## src/rtl/add_multicycle.sv

```systemverilog
// Multi-cycle adder/subtractor: adds one CHUNK-bit digit per clock through a registered carry,
// with valid/ready handshakes on both the operand and result sides.
module add_multicycle #(
   parameter int WIDTH = 16,
   parameter int CHUNK = 4
) (
   input  logic             clk,
   input  logic             reset,
   input  logic             in_valid,
   output logic             in_ready,
   input  logic [WIDTH-1:0] a,
   input  logic [WIDTH-1:0] b,
   input  logic             cin,
   input  logic             sub,
   output logic             out_valid,
   input  logic             out_ready,
   output logic [WIDTH-1:0] sum,
   output logic             cout,
   output logic             ovf
);
   localparam int N  = (CHUNK >= 1) ? WIDTH / CHUNK : 1;
   localparam int KW = (N > 1) ? $clog2(N) : 1;

   generate
      if (CHUNK < 1) begin : g_bad_chunk
         $error("add_multicycle: CHUNK must be >= 1");
      end else if ((WIDTH % CHUNK) != 0) begin : g_bad_width
         $error("add_multicycle: WIDTH must be a multiple of CHUNK");
      end
   endgenerate

   typedef enum logic [1:0] {IDLE, RUN, DONE} state_t;

   state_t           state;
   logic [WIDTH-1:0] a_reg, b_reg;
   logic             carry;
   logic [KW-1:0]    k;
   logic [CHUNK-1:0] a_d, b_d, s;
   logic             c, c_msb, last;

   assign in_ready  = (state == IDLE);
   assign out_valid = (state == DONE);
   assign last      = (k == KW'(N - 1));

   always_comb begin
      a_d = '0;
      b_d = '0;
      for (int i = 0; i < N; i++) begin
         if (k == KW'(i)) begin
            a_d = a_reg[i*CHUNK +: CHUNK];
            b_d = b_reg[i*CHUNK +: CHUNK];
         end
      end
      {c, s} = {1'b0, a_d} + {1'b0, b_d} + {{CHUNK{1'b0}}, carry};
      // carry into the digit's top bit recovered from its sum bit; exact for any CHUNK
      c_msb = s[CHUNK-1] ^ a_d[CHUNK-1] ^ b_d[CHUNK-1];
   end

   always_ff @(posedge clk or posedge reset) begin
      if (reset) begin
         state <= IDLE;
         k     <= '0;
         carry <= 1'b0;
         a_reg <= '0;
         b_reg <= '0;
         sum   <= '0;
         cout  <= 1'b0;
         ovf   <= 1'b0;
      end else begin
         case (state)
            IDLE: begin
               if (in_valid) begin
                  a_reg <= a;
                  b_reg <= sub ? ~b : b;
                  carry <= sub | cin;
                  k     <= '0;
                  state <= RUN;
               end
            end
            RUN: begin
               for (int i = 0; i < N; i++) begin
                  if (k == KW'(i)) sum[i*CHUNK +: CHUNK] <= s;
               end
               carry <= c;
               k     <= k + KW'(1);
               if (last) begin
                  cout  <= c;
                  ovf   <= c_msb ^ c;
                  state <= DONE;
               end
            end
            DONE: begin
               if (out_ready) state <= IDLE;
            end
            default: state <= IDLE;
         endcase
      end
   end
endmodule

```

## config.mk

```make
export PLATFORM = sky130hd
export DESIGN_NAME = add_multicycle
export DESIGN_NICKNAME = d
export VERILOG_FILES = /design/src/rtl/add_multicycle.sv
export SDC_FILE = /design/constraint.sdc
export NUM_CORES = 1
export LEC_CHECK = 0
export ABC_AREA = 1
export CAP_MARGIN = 20
export CORE_MARGIN = 3
export CORE_UTILIZATION = 30
export DETAILED_ROUTE_END_ITERATION = 16
export GPL_TIMING_DRIVEN = 0
export PLACE_DENSITY_LB_ADDON = 0.12
export SETUP_SLACK_MARGIN = 0.15
export SYNTH_ARGS = -nofsm -noshare
export SYNTH_HDL_FRONTEND = slang
export SYNTH_SLANG_ARGS = --single-unit
```

## constraint.sdc

```tcl
create_clock -name clk -period 4.2 [get_ports clk]
set_clock_uncertainty 0.15 [all_clocks]
set_input_delay 0.63 -clock clk [delete_from_list [all_inputs] [get_ports clk]]
set_output_delay 0.63 -clock clk [all_outputs]
set_load 0.03 [all_outputs]
```

==> qor.yml, run 1 <==
setup_path:
  rr_endpoint: "ovf$_DFFE_PP0P_"
  critical_path_class: "flop to flop"
  start_kind: "flop"
  critPathRequiredTime_ps: 4250
  rr_startpoint: "k[1]$_DFFE_PP0P_"
  rrSetupSlack_ps: 1080
  worstRegToRegCells: 17
  path_max_fanout: 10
  critical-path-max-stage-delay_ps: 410
  endpoint_kind: "flop"
  cp.arrival_ps: 3170
  crit_top_cell: "nand2_1"
  crit_chain: "inv_1 > ha_1 > buf_6 > nor2_2 > a22oi_1 > o21ai_0 > o21ai_0 > fa_1 > inv_1 > fa_1 > a21oi_2 > o21bai_1 > nand3_1 > nand2_1 > nand2_1 > nand3_1 > nand2_1"
  cp_slowest_cell: "fa_1"
synthesis:
  synth_edf_count: 0
  synth.avg_cell_area_sq_um: 8.78
  yosysTopAreaCell: "dfrtp_1"
  synth_seq_cells: 55
  synth.most_common_cell: "nand2_1"
  yosysTopAreaCellShare: 0.475
  syn_area_sq_um: 2900
  yosys-top-cells-count: "nand2_1 (116), dfrtp_1 (55), o21ai_0 (27)"
  ys_seq_area_frac: 0.475
  ys_types: 34
  ys_async_sr_fraction: 1.00
  syn_inst: 330
  yosys_warnings: 0
  yosys-top-cells-area: "dfrtp_1 (47%), nand2_1 (15%), xnor2_1 (4.8%)"
  synth_fp_nets: 377
  ys.flop_type: "dfrtp_1"
detailed_routing:
  dr_total_vias: 2264
  drc_errors: 0
  post_drt_wl_per_cell_um: 12.8
  final_antenna_net_count: 0
  viasPerCell: 4.33
  drt_first_pass_iters: 4
  wl_um: 6720
  drt-initial-drc-count: 51
timing:
  fmax_mhz: 320
  hold_viol: 0
  timing.hold.ws_ps: 336
  relSlewSlack: 0.634
  worst_pin_slew_ps: 548
  fin_crit_sh: 0.743
  rsz0062_at_grt: "no"
  setup_tns_ps: 0
  period_needed_ps: 3120
  slew_violations: 0
  setup_viol: 0
power_and_ir_drop:
  p_sw_w: 0.00166
  p_sw_frac: 0.488
  power_density_nw_per_um2: 908
  p_leak_nw: 1.73
  p_int_w: 0.00174
  clkPwrFrac: 0.102
  power.share.sequential: 0.271
  comb_power_share: 0.627
  power_w: 0.00340
  ir_drop_mv: 0.290
cts:
  clk_pin_slew_worst_paths_ps: 100
  cts_root_buf: "clkbuf_8"
  cts_tree: "yes"
  clk_path_buf_depth: 2
  cts-resized-gates: 0
  numCtsBuffers: 5
  htree_levels: 2
  cts.sinks: 55
  clk_latency_ps: 310
  hold_buffers: 0
  postCtsSetupBuffers: 0
global_routing:
  gr-total-overflow: 0
  grt_max_degree: 33
  grt_antenna_before_repair: 0
  grt_use_total: 0.133
  grt_pass1_wl_um: 11600
  grt_pass1_vias: 2327
worst_hold_path:
  hold_class: "flop to flop"
  min_from: "ovf$_DFFE_PP0P_"
  whs_endpoint: "ovf$_DFFE_PP0P_"
  hold-path-cell-count: 2
layout:
  area_delta_synth_final_pct: 29.1
  n_antenna_cell: 0
  final_nets: 441
  post_route_cells_drive_above_1_share: 0.150
floorplanning:
  die-width_um: 104
  die_area_sq_um: 10900
  initial_core_util: 0.311
  ios: 58
  core_sq_um: 9330
  chipHeight_um: 104
  placementRows: 35
placed_design:
  gp_congestion: 0.799
  dp_hpwl_um: 5240
  port-buffer-count: 56
outcome:
  status: "finished, final reports clean"
flow_run:
  max_cap_viol_count: 0
==> cells by family (layout without fill, tap and decap cells) <==
logic type,after synthesis,in the layout,synth area share
adders and majority gates,9,9,0.0440
AOI/OAI and AO/OA,64,64,0.129
DFF,55,55,0.475
xor gates and xnor gates,17,17,0.0514
and+or+nand+nor,146,146,0.230
buffers and inverters,39,103,0.0712
==> routing by layer <==
layer	routed length, um	part of all wire	global-route usage
met1	3230	0.48	0.178
met2	3080	0.46	0.219
met3	301	0.045	0.0310
met4	113	0.017	0.0313
met5	0	0	0
==> layout by cell type, fill, tap and decap left out, types with 3 or more instances in the layout <==
cell,Yosys,layout
a21oi_1,10,10
a21oi_2,3,3
buf_2,4,4
buf_4,4,4
buf_6,4,4
clkbuf_8,0,5
clkdlybuf4s50_1,0,56
dfrtp_1,55,55
ha_1,7,7
inv_1,16,15
inv_2,7,8
nand2_1,116,116
nand2_2,7,7
nand3_1,5,5
nor2_1,3,3
nor2_2,6,6
nor2_4,3,3
o21ai_0,27,27
o21ai_1,13,13
o21ai_2,3,3
xnor2_1,16,16
==> worst max path at each step <==
stage,slack (ps),startpoint,cells after the start,end
after floorplan,1480,k[1]$_DFFE_PP0P_,20,ovf$_DFFE_PP0P_
after global placement,970,reset,2,b_reg[7]$_DFFE_PP0P_
after detailed placement,1050,k[1]$_DFFE_PP0P_,15,ovf$_DFFE_PP0P_
after CTS,1030,k[1]$_DFFE_PP0P_,15,ovf$_DFFE_PP0P_
after global routing,760,k[0]$_DFFE_PP0P_,20,ovf$_DFFE_PP0P_
final,1080,k[1]$_DFFE_PP0P_,17,ovf$_DFFE_PP0P_
==> cell type report <==
cell class	count	area (sq um)
Clock buffer	6	72.6
Tap cell	129	161
Buffer	13	98.8
Fill cell	1020	5580
Sequential cell	55	1380
Clock inverter	1	30.0
Timing Repair Buffer	57	581
Inverter	26	108
Multi-Input combinational cell	236	1320
==> stage by stage <==
step                      utilization  std cells  worst slack [ps]  area, sq um
final                           0.401        523              1080         3740
after global routing            0.401        523               762         3740
after CTS                       0.401        523              1030         3740
after detailed placement        0.390        516              1050         3640
after global placement          0.388        515               966         3620
after floorplan                     -        330              1480         2900
==> power by group through the flow <==
stage | sequential, W | clock, W | combinational (W)
floorplan | 0.00106 | 0 | 0.00141
global placement | 0.000929 | 0 | 0.00213
detailed placement | 0.000933 | 0 | 0.00217
CTS | 0.000922 | 0.000363 | 0.00218
global route | 0.000953 | 0.000385 | 0.00243
finish | 0.000921 | 0.000348 | 0.00213
==> critical path, delay by kind of cell, from the launching register on <==
kind / cells / cell delay, ps
buffers and inverters: 3 / 350
flip-flops: 1 / 400
AO/OA/AOI/OAI: 5 / 700
adder cells (fa/ha/maj): 3 / 830
AND/OR/NAND/NOR: 6 / 580
Power figures use the tool's default switching activity.
==> inputs of run 2 (changes only) <==
==> constraint.sdc (replaced) <==
create_clock -name clk -period 2.8 [get_ports clk]
set_clock_uncertainty 0.15 [all_clocks]
set_input_delay 0.42 -clock clk [delete_from_list [all_inputs] [get_ports clk]]
set_output_delay 0.42 -clock clk [all_outputs]
set_load 0.03 [all_outputs]
==> run 2 against run 1 <==
  * The run now ends with setup timing left
  * Final cell count rose by 2.9%
  * Die area did not move
  * Utilization rose by 2.3 points
  * Largest cell class is now multi-input gates
==> qor.yml, run 2 (synthesis results as in run 1) <==
setup_path:
  rrSetupSlack_ps: -10
  critPathTopFamily: "adder cells"
  critPathRequiredTime_ps: 2860
  cp_slowest_cell: "dfrtp_1"
  critical_path_class: "flop to flop"
  path_max_fanout: 10
  path_depth: 17
  endpoint_kind: "flop"
  start_kind: "flop"
  critical_path_buf_inv_count: 4
  rr_endpoint: "ovf$_DFFE_PP0P_"
  worstRegToRegCells: 17
  crit_start: "k[1]$_DFFE_PP0P_"
  rr_startpoint: "k[1]$_DFFE_PP0P_"
  crit_chain: "buf_4 > ha_4 > inv_4 > clkbuf_4 > nand2_1 > o21ai_2 > fa_2 > inv_2 > fa_2 > a21oi_4 > nor2_2 > nor2_4 > nand3_2 > nand2_2 > nand2_1 > nand3_1 > nand2_1"
  crit_top_cell: "nand2_1"
  cp.arrival_ps: 2870
  endpoint: "ovf$_DFFE_PP0P_"
  critical-path-max-stage-delay_ps: 420
detailed_routing:
  viasPerCell: 4.34
  dr_total_vias: 2334
  wl_um: 7010
  drt-initial-drc-count: 63
  drt_first_pass_iters: 4
  post_drt_wl_per_cell_um: 13.0
  drc_errors: 0
  final_antenna_net_count: 0
layout:
  final_nets: 455
  n_antenna_cell: 0
  final_cell_mix: "nand2_1 (115), clkdlybuf4s50_1 (56), dfrtp_1 (54)"
  post_route_cells_drive_above_1_share: 0.237
  area_delta_synth_final_pct: 36.6
  final_cells: 538
  final_common_cell: "nand2_1"
cts:
  cts_tree: "yes"
  hold_buffers: 0
  clk_path_buf_depth: 2
  clk_pin_slew_worst_paths_ps: 100
  cts.sinks: 55
  htree_levels: 2
  clk_latency_ps: 310
  numCtsBuffers: 5
  cts_root_buf: "clkbuf_8"
floorplanning:
  initial_core_util: 0.311
  core_sq_um: 9330
  ios: 58
  chipHeight_um: 104
  die-width_um: 104
  placementRows: 35
  die_area_sq_um: 10900
timing:
  fin_ws_ps: -14.1
  worst_pin_slew_ps: 566
  period_needed_ps: 2810
  slew_violations: 0
  timing.hold.ws_ps: 327
  fmax_mhz: 355
  fin_crit_sh: 1.01
  setup_viol: 1
  hold_viol: 0
  rsz0062_at_grt: "yes"
  relSlewSlack: 0.622
  setup_tns_ps: -14.1
power_and_ir_drop:
  power.share.sequential: 0.245
  power_density_nw_per_um2: 1450
  p_leak_nw: 1.79
  comb_power_share: 0.679
  p_sw_w: 0.00276
  power_w: 0.00573
  clkPwrFrac: 0.077
  ir_drop_mv: 0.551
  p_int_w: 0.00297
  p_sw_frac: 0.482
placed_design:
  gp_congestion: 0.775
  pre_cts_slack_ps: -310
  dp_hpwl_um: 5290
  port-buffer-count: 56
  dp_cells: 516
global_routing:
  grt_use_total: 0.133
  gr-total-overflow: 0
  grt_max_degree: 32
  grt_pass1_wl_um: 11700
  grt_antenna_before_repair: 0
  grt_pass1_vias: 2351
worst_hold_path:
  hold_class: "primary input to asynchronous set/reset pin"
outcome:
  status: "finished, violations left"
  violations: "setup timing"
flow_run:
  max_cap_viol_count: 0
==> run 2: cell count changes in the layout (fill, tap and decap cells not counted), sizes merged <==
cell    change
buf        +13
clkbuf      +2
bufinv      -1
clkinv      +1
==> run 2: metal layers <==
layer	wire, um	global-route usage	share of wire
met1	3300	0.175	0.47
met5	0	0	0
met3	334	0.0279	0.048
met4	68	0.0285	0.0097
met2	3310	0.225	0.47
==> run 2: how the worst min path moves through the flow <==
stage	start	end	slack, ps	depth (start not counted)
after floorplan	a_reg[12]$_DFFE_PP0P_	a_reg[12]$_DFFE_PP0P_	290	2
after global placement	sum[1]$_DFFE_PP0P_	sum[1]$_DFFE_PP0P_	320	2
after detailed placement	sum[2]$_DFFE_PP0P_	sum[2]$_DFFE_PP0P_	320	2
after CTS	sub	b_reg[11]$_DFFE_PP0P_	340	3
after global routing	sub	b_reg[9]$_DFFE_PP0P_	360	3
final	reset	sum[0]$_DFFE_PP0P_	330	2
==> run 2: power groups by stage <==
stage                     sequential [W]  clock (W)  combinational (W)
after floorplan                  0.00159          0            0.00213
after global placement           0.00139          0            0.00322
after detailed placement         0.00140          0            0.00329
after CTS                        0.00141   0.000457            0.00359
after global routing             0.00145   0.000483            0.00431
final                            0.00140   0.000438            0.00389
==> run 2: metrics by stage <==
step | util | area, sq um
finish | 0.425 | 3960
global route | 0.425 | 3960
CTS | 0.414 | 3860
detailed placement | 0.391 | 3650
global placement | 0.389 | 3630
floorplan | - | 2910
==> run 2: what timing repair did <==
item / CTS / global route
gates resized for setup: 20 / 15
cloned: 0 / 0
pin swaps: 6 / 9
setup endpoints to repair: 15 / 15
buffers inserted: 10 / 4
==> run 2: cell type report <==
type | instances | area (sq um)
clock buffers | 7 | 76.3
clock inverters | 1 | 5.00
flip-flops and latches | 55 | 1380
multi-input cells | 236 | 1440
fillers | 1003 | 5370
inverters | 26 | 110
plain buffers | 13 | 101
well taps | 129 | 161
repair buffers | 71 | 686
==> inputs of run 3 (changes only) <==
--- a/config.mk
+++ b/config.mk
@@ -8,7 +8,7 @@
 export ABC_AREA = 1
 export CAP_MARGIN = 20
 export CORE_MARGIN = 3
-export CORE_UTILIZATION = 30
+export CORE_UTILIZATION = 47
 export DETAILED_ROUTE_END_ITERATION = 16
 export GPL_TIMING_DRIVEN = 0
 export PLACE_DENSITY_LB_ADDON = 0.12
==> run 3 against run 2 <==
  * The flow still finishes with violations (setup timing)
  * Flip-flop and latch count is the same
  * Worst hold slack got worse by 40 ps
  * Clock-buffer cell count fell by 2
  * Design area decreased by 1.4%
  * Via count is 1.5% higher
  * Register-to-register slack got worse by 70 ps
  * Maximum frequency is 2.4% lower
==> qor.yml, run 3 (synthesis results as in run 1) <==
setup_path:
  rr_endpoint: "carry$_DFFE_PP0P_"
  critical_path_class: "flop to flop"
  worstRegToRegCells: 18
  rrSetupSlack_ps: -80
  path_max_fanout: 4
  critPathRequiredTime_ps: 2820
  start_kind: "flop"
  rr_startpoint: "k[0]$_DFFE_PP0P_"
  cp.arrival_ps: 2900
  endpoint_kind: "flop"
cts:
  cts_root_buf: "clkbuf_8"
  hold_buffers: 0
  htree_levels: 2
  clk_path_buf_depth: 2
  cts_tree: "yes"
  clk_pin_slew_worst_paths_ps: 90
  cts.sinks: 55
  clk_latency_ps: 310
  numCtsBuffers: 5
floorplanning:
  initial_core_util: 0.505
  chipHeight_um: 84.5
  die-width_um: 84.5
  placementRows: 27
  core_sq_um: 5740
  ios: 58
  die_area_sq_um: 7150
global_routing:
  grt_pass1_vias: 2435
  grt_antenna_before_repair: 0
  grt_max_degree: 36
  grt_use_total: 0.197
  grt_pass1_wl_um: 11300
  gr-total-overflow: 0
layout:
  post_route_cells_drive_above_1_share: 0.233
  post-route-util: 0.680
  final_cell_mix: "nand2_1 (115), clkdlybuf4s50_1 (56), dfrtp_1 (55)"
  final_cells: 480
  area_delta_synth_final_pct: 34.8
  n_antenna_cell: 0
  final_nets: 456
  final_common_cell: "nand2_1"
  fillers: 488
timing:
  fmax_mhz: 347
  relSlewSlack: 0.695
  slew_violations: 0
  worst_pin_slew_ps: 457
  setup_viol: 2
  fin_crit_sh: 1.03
  period_needed_ps: 2880
  hold_viol: 0
  fin_ws_ps: -82.7
  rsz0062_at_grt: "yes"
detailed_routing:
  viasPerCell: 4.94
  wl_um: 6600
  drt-initial-drc-count: 75
  drc_errors: 0
  final_antenna_net_count: 0
  dr_total_vias: 2369
  drt_first_pass_iters: 4
  post_drt_wl_per_cell_um: 13.7
placed_design:
  gp_congestion: 0.814
  dp_hpwl_um: 4700
  dp_cells: 459
  pre_cts_slack_ps: -284
  port-buffer-count: 56
worst_hold_path:
  hold_class: "primary input to asynchronous set/reset pin"
outcome:
  status: "finished, violations left"
  violations: "setup timing"
flow_run:
  max_cap_viol_count: 0
run 3: cell types whose count changed in the layout (fill, tap and decap cells not counted), sizes merged:
cell | before | now
clkinvlp | 0 | 1
buf | 26 | 28
clkinv | 1 | 0
clkbuf | 9 | 6
run 3: how the worst max path moves through the flow:
| stage | start | to | slack (ps) | cells past startpoint |
|---|---|---|---|---|
| floorplan | k[1]$_DFFE_PP0P_ | ovf$_DFFE_PP0P_ | 130 | 20 |
| global placement | k[0]$_DFFE_PP0P_ | ovf$_DFFE_PP0P_ | -240 | 15 |
| detailed placement | k[0]$_DFFE_PP0P_ | ovf$_DFFE_PP0P_ | -280 | 15 |
| CTS | k[1]$_DFFE_PP0P_ | ovf$_DFFE_PP0P_ | -40 | 20 |
| global route | k[1]$_DFFE_PP0P_ | ovf$_DFFE_PP0P_ | -270 | 20 |
| finish | k[0]$_DFFE_PP0P_ | carry$_DFFE_PP0P_ | -80 | 18 |
run 3: timing repair:
item,in CTS,in global routing
buffers inserted,12,3
resized for setup,23,14
pin swaps,8,18
endpoints found under the setup margin,11,15
run 3: area by class of cell:
cell class	instances	area [sq um]	area share
well taps	72	90.1	0.0231
inverters	26	110	0.0282
clock buffers	5	68.8	0.0176
clock inverters	1	7.51	0.00192
repair buffers	72	701	0.179
plain buffers	13	105	0.0269
multi-input cells	236	1450	0.371
flip-flops and latches	55	1380	0.352
run 3: layer usage:
layer	up-vias	routed length, um	GRT usage
met5	-	0	0
met4	0	80	0.0547
met3	8	280	0.0314
met2	57	3290	0.340
met1	1105	2950	0.257
li1	1199	-	-
run 3: worst max-delay path, stage by stage (launching register included):
cell and delay [ps]:
dfrtp_1 430, inv_2 90, ha_4 180, inv_2 90, nor2_4 60, a22oi_2 110
nand2_1 70, o21ai_1 80, nand2_1 90, o21ai_2 80, fa_2 210, inv_2 40
fa_2 370, a21oi_4 220, nor2_4 50, nor2_4 120, buf_4 130, buf_6 80
o221ai_1 90
run 3: metrics by stage:
step           setup TNS (ps)  hold slack (ps)  cell area (sq um)
2_1_floorplan               0              294               2910
3_3_place_gp            -8550              307               3560
3_5_place_dp            -1130              311               3580
4_1_cts                 -69.9              297               3820
5_1_grt                  -949              329               3910
6_report                 -124              287               3910
Power of run 3 is left out: the tool's default activity adds up to more than one toggle a clock period on the data nets, which glitch-free logic cannot reach.
